`config.mk`:
```
export PLATFORM = sky130hd
export DESIGN_NAME = vector_collector
export DESIGN_NICKNAME = d
export VERILOG_FILES = /design/src/rtl/vector_pkg.sv /design/src/rtl/vector_collector.sv
export SDC_FILE = /design/constraint.sdc
export NUM_CORES = 1
export LEC_CHECK = 0
export ABC_AREA = 1
export ABC_CLOCK_PERIOD_IN_PS = 4300
export CORE_MARGIN = 2
export CORE_UTILIZATION = 42
export CTS_CLUSTER_DIAMETER = 150
export DETAILED_ROUTE_END_ITERATION = 16
export PLACE_DENSITY = 0.72
export SYNTH_ARGS = -nofsm -noshare
export SYNTH_HDL_FRONTEND = slang
export SYNTH_SLANG_ARGS = --single-unit
```
`constraint.sdc`:
```
create_clock -name clk -period 4.3 [get_ports clk]
set_input_delay 0.645 -clock clk [delete_from_list [all_inputs] [get_ports clk]]
set_output_delay 0.645 -clock clk [all_outputs]
set_load 0.005 [all_outputs]
```
`src/rtl/vector_pkg.sv`:
```
// Shared types and width helpers for the serial-to-packed vector collector.
package vector_pkg;

  typedef enum logic {
    COLLECT = 1'b0,
    PRESENT = 1'b1
  } state_t;

  // Bits needed to hold a lane count in 0..n.
  function automatic int unsigned count_width(input int unsigned n);
    return $clog2(n + 1);
  endfunction

  // Bits needed to address lanes 0..n-1 (at least one bit).
  function automatic int unsigned idx_width(input int unsigned n);
    return (n > 1) ? $clog2(n) : 1;
  endfunction

endpackage

```
`src/rtl/vector_collector.sv`:
```
// Gathers serial elements into a zero-padded packed vector and presents it
// to a downstream adder with a valid/ready handshake.
module vector_collector
  import vector_pkg::*;
#(
  parameter int unsigned NUM_INPUTS  = 8,
  parameter int unsigned INPUT_WIDTH = 8
) (
  input  logic                                clk,
  input  logic                                rst_n,
  input  logic [INPUT_WIDTH-1:0]              in_data,
  input  logic                                in_valid,
  input  logic                                in_last,
  output logic                                in_ready,
  output logic [NUM_INPUTS*INPUT_WIDTH-1:0]   out_vector,
  output logic [count_width(NUM_INPUTS)-1:0]  out_count,
  output logic                                out_valid,
  input  logic                                out_ready
);

  localparam int unsigned IDX_W = idx_width(NUM_INPUTS);
  localparam int unsigned CNT_W = count_width(NUM_INPUTS);

  state_t state_q;
  state_t state_d;
  logic   in_ready_d;
  logic   out_valid_d;

  logic [NUM_INPUTS-1:0][INPUT_WIDTH-1:0] lanes_q;
  logic [IDX_W-1:0]                       idx_q;

  logic accept;
  logic close;
  logic release_vec;

  // in_ready is only high in COLLECT, so accept/close cannot fire in PRESENT.
  assign accept      = in_valid & in_ready;
  assign close       = accept & (in_last | (idx_q == IDX_W'(NUM_INPUTS - 1)));
  assign release_vec = out_valid & out_ready;

  assign out_vector  = lanes_q;

  // State register; handshake flags are registered alongside it.
  always_ff @(posedge clk or negedge rst_n) begin
    if (!rst_n) begin
      state_q   <= COLLECT;
      in_ready  <= 1'b0;
      out_valid <= 1'b0;
    end else begin
      state_q   <= state_d;
      in_ready  <= in_ready_d;
      out_valid <= out_valid_d;
    end
  end

  // Next-state logic.
  always_comb begin
    state_d = state_q;
    case (state_q)
      COLLECT: if (close)       state_d = PRESENT;
      PRESENT: if (release_vec) state_d = COLLECT;
    endcase
  end

  // Output decode of the upcoming state, captured by the state register.
  always_comb begin
    in_ready_d  = 1'b0;
    out_valid_d = 1'b0;
    case (state_d)
      COLLECT: in_ready_d  = 1'b1;
      PRESENT: out_valid_d = 1'b1;
    endcase
  end

  // Lane storage: cleared on release so unused lanes pad the sum with zero.
  always_ff @(posedge clk or negedge rst_n) begin
    if (!rst_n) begin
      lanes_q   <= '0;
      idx_q     <= '0;
      out_count <= '0;
    end else if (release_vec) begin
      lanes_q   <= '0;
      idx_q     <= '0;
      out_count <= '0;
    end else if (accept) begin
      lanes_q[idx_q] <= in_data;
      if (close) begin
        idx_q     <= '0;
        out_count <= CNT_W'(idx_q) + CNT_W'(1);
      end else begin
        idx_q <= idx_q + IDX_W'(1);
      end
    end
  end

endmodule

```
; Yosys cells after proc, flatten, opt, wreduce, memory -nomap -nowiden
; Index checks and enable logic that the tools add are counted.
[word_totals]
register_bits = 74
inputBits = 13
word_cells = 43
out_inout_bits = 70
[op_classes]
magnitude_cmp = 2
add_sub_neg = 2
bitwise = 5
muxes = 16
reduce_logical = 4
n_eq_ne = 1
[ops]
columns = operator, count
row1 = $mux 64, 2
row2 = $bwmux 64, 1
row3 = $demux 8 s3, 1
row4 = $mux 4, 3
row5 = $mux 3, 3
row6 = $mux 8, 1
row7 = $add 3x1->4 const B, 1
row8 = $lt 3x4->1 const B, 1
row9 = $mux 1, 4
row10 = $reduce_bool 2->1, 2
row11 = $add 3x1->3 const B, 1
row12 = $and 1x1->1, 3
row13 = $eq 3x3->1 const B, 1
row14 = $ge 3x1->1 const B, 1
row15 = $pmux 1 s2, 1
row16 = $reduce_and 2->1, 1
row17 = $logic_and 1x1->1, 1
row18 = $not 1->1, 1
row19 = $or 1x1->1, 1

; Longest topological paths before layout
[depth]
word_depth = 7
depth_mapped = 7
depth_no_buf = 7

; Least setup slack after synthesis
; No wires, ideal clock.
[synth_timing]
path_type = flip-flop to flip-flop
startpoint = register idx_q[1]
endpoint = register out_valid
setup_slack_ns = 2.897
path_stages_with_launch = 7
path_buffers = 0
period_less_slack_ns = 1.403
setup_ns = 0.123
arrival_ns = 1.280
t_required_ns = 4.177
cell_sequence = dfrtp_1 ha_1 ha_1 nor2_1 nor2_4 o21ai_0 inv_1
[synth_between]
elab_chain_cells = 6
[synth_lines]
columns = item, line_no
row1 = start: declaration, vector_collector.sv:30  ; logic [IDX_W-1:0] idx_q;
row2 = start signal: assignment, vector_collector.sv:91  ; idx_q <= idx_q + IDX_W'(1);
row3 = $eq 3x3->1, vector_collector.sv:38  ; assign close = accept & (in_last | (idx_q == IDX_W'(NUM_INPUTS - 1)));
row4 = $or 1x1->1, vector_collector.sv:38
row5 = $and 1x1->1, vector_collector.sv:38
row6 = $mux 1, vector_collector.sv:60  ; COLLECT: if (close) state_d = PRESENT;
row7 = $pmux 1 s2, vector_collector.sv:59  ; case (state_q)
row8 = $mux 1, vector_collector.sv:69  ; case (state_d)
row9 = via out_valid_d, vector_collector.sv:27  ; logic out_valid_d;
row10 = end signal: assignment, vector_collector.sv:52  ; out_valid <= out_valid_d;
row11 = end: declaration, vector_collector.sv:17  ; output logic out_valid,
; The timed path passes the listed nets, and every way through them passes these cells.
; A chain may end at the register's enable or synchronous reset.

; Final worst setup path
[layout_timing]
startpoint = input out_ready
endpoint = register lanes_q (netlist bit out_vector[58])
[layout_between]
elab_chain_cells = 2
elab_cells_between_ends = 3
classes_between = 1 x mux / 1 x bitwise / 1 x reduce/logical
[layout_lines]
columns = item, line_no
row1 = start: declaration, vector_collector.sv:18  ; input logic out_ready
row2 = $and 1x1->1 (*), vector_collector.sv:39  ; assign release_vec = out_valid & out_ready;
row3 = $mux 64 or $reduce_bool 2->1 (tied branches), -
row4 = end signal: indexed assignment, vector_collector.sv:86  ; lanes_q[idx_q] <= in_data;
row5 = end: declaration, vector_collector.sv:29  ; logic [NUM_INPUTS-1:0][INPUT_WIDTH-1:0] lanes_q;
; Mark *: on every way between the ends. The rest lies on a longest branch, timed or not.

==> metrics.yaml <==
status:
  run_status: "complete, no violations"
placement:
  dp_hpwl_um: 5440
  dpl_cell_area_mm2: 0.00409
  io_buffer_count: 82
  gp_congestion: 0.778
cts:
  ctsHtreeMaxLevel: 3
  cts.reportedPaths.clkPinSlew_ns: 0.08
  cts_resized: 0
  cts_tree: "done"
  cts_num_sinks: 73
  cts-hold-fix-buffers: 0
  numCtsBuffers: 9
  cts_root_buffer: "clkbuf_8"
  clk_latency_ns: 0.34
  postCtsSetupBuffers: 0
  cts_buffer_depth: 2
floorplanning:
  rows: 31
  die-area_mm2: 0.00830
  core_region_area_mm2: 0.00729
  ios: 83
  chipWidth_um: 91.1
  start_util_pct: 43.7
  die_height_um: 91.1
critical_path:
  crit_fanout: 64
  start_kind: "primary input"
  cp-end-kind: "flop"
  crit_arrival_ns: 2.26
  worstPathRequired_ns: 4.59
  crit_type: "in2reg"
yosys:
  syn_inst: 361
  synthDistinctLibCells: 18
  synth_compound_area_share_pct: 0.157
  synthMuxAreaShare_pct: 0
  syn_avg_cell_area_um2: 8.83
  synth_top_family_by_area: "simple AND/OR/NAND/NOR gates"
  yosys_warnings: 0
  synth-adder-area-share_pct: 0.785
  netlist_area_mm2: 0.00319
  synth-xor-area-share_pct: 0
  synth-seq-cells: 73
  syn_nets: 376
  seq_area_frac_synth_pct: 57.3
  synthSimpleGateAreaFrac_pct: 37.7
global_routing:
  grt_pass1_wl_um: 13300
  grt-ovfl-total: 0
  grtUsageTotal_pct: 20.5
  grt_pass1_vias: 2641
  grt_max_degree: 65
  antenna_found_initial: 0
timing:
  max_slew_margin_pct: 29.8
  hold_violations: 0
  fin_skew_ns: 0.00800
  rsz0062_at_grt: "no"
  tightest_slew_ns: 1.05
  final.setup.tns_ns: 0
  setup_viol: 0
  fin_crit_sh_pct: 46.0
  finalMaxSlewViolations: 0
  whs_ns: 0.481
  fmax_ghz: 0.506
  layout_min_cycle_time_ns: 1.98
route:
  wl_um: 8050
  antenna_left: 0
  post-route-drc-count: 0
  drtIter0Drc: 160
  wl_per_cell_um: 14.6
  vias: 2749
  firstDrtPassIters: 4
  route.detailed.vias_per_inst: 5.00
cells_and_area:
  fin_util_pct: 58.5
  drive_gt1_share_pct: 10.6
  finalNetCount: 461
  insertedDiodeCount: 0
  stdcell_area_mm2: 0.00426
  syn2layout_area_growth_pct: 33.8
power_and_ir_drop:
  peakVddDrop_mv: 0.309
  p_leak_nw: 2.24
  power_density_mw_per_mm2: 562
hold_path:
  hp-class: "in2async"
flow_run:
  max_cap_viol_count: 0
metrics by stage:
| stage | cells | setup WS, ns | total power, mW |
|---|---|---|---|
| after detailed placement | 534 | 1.98 | 1.95 |
| after global placement | 534 | 2.00 | 1.93 |
| after CTS | 550 | 2.32 | 2.42 |
| after global routing | 550 | 2.21 | 2.56 |
| final | 550 | 2.32 | 2.40 |
| after floorplan | 361 | 2.90 | 1.46 |
synth_stat cells, drive strengths merged:
library cell | number | area (um2)
buf | 9 | 47.5
ha | 2 | 25.0
o21ai | 1 | 5.00
dfrtp | 73 | 1830
nor2 | 22 | 158
inv | 21 | 78.8
clkbuf | 1 | 3.75
nand2 | 149 | 622
nand3 | 82 | 415
nor3 | 1 | 5.00
area by class of cell:
type	instances	area, um2
clock inverters	6	43.8
flip-flops and latches	73	1830
clock buffers	10	128
fillers	696	3030
repair buffers	84	831
multi-input cells	257	1230
inverters	21	78.8
well taps	99	124
critical path, cell delays in order:
cell             delay, ns
clkdlybuf4s50_1       0.41
nand2_2               0.08
buf_4                 0.50
nand2_1               0.23
nand2_2               0.22
nand2_1               0.07
nand2_1               0.06
report_power, final:
part | internal (mW) | switching, mW
registers | 0.869 | 0.138
logic | 0.434 | 0.484
clock network | 0.210 | 0.260
registers in the layout, summed over array words and instances, names as in the netlist:
register / count
in_ready: 1
out_count: 4
out_vector: 64
idx_q: 3
out_valid: 1
path summary, 6_finish.rpt:
check                                from              to  slack (ns)  cells after the start
max in group asynchronous           rst_n   out_vector[1]        2.87                      2
min reg2reg                out_vector[56]  out_vector[56]        0.48                      2
min in group clk           out_vector[56]  out_vector[56]        0.48                      2
max reg2reg                     out_valid  out_vector[58]        2.63                      6
min                                 rst_n  out_vector[12]        0.48                      1
max                             out_ready  out_vector[58]        2.32                      7
per-layer routing:
metal / track usage [%] / wire, um
met2: 33.6 / 3990
met3: 6.14 / 580
met1: 26.5 / 3420
met4: 5.43 / 62
met5: 0 / 0
cells by family (layout without fill, tap and decap cells):
| family | count (synthesis) | count (layout) |
|---|---|---|
| simple gates | 254 | 254 |
| compound gates | 1 | 1 |
| fa+ha+maj | 2 | 2 |
| flops | 73 | 73 |
| buf+inv | 31 | 121 |
layout by cell type (no fill, tap or decap), drive strengths merged:
cell type | synthesis | routed
clkbuf | 1 | 10
nand2 | 149 | 149
inv | 21 | 22
clkinv | 0 | 1
clkdlybuf4s50 | 0 | 81
dfrtp | 73 | 73
nor3 | 1 | 1
nor2 | 22 | 22
buf | 9 | 3
clkinvlp | 0 | 4
nand3 | 82 | 82
o21ai | 1 | 1
ha | 2 | 2
Power figures use the tool's default switching activity.
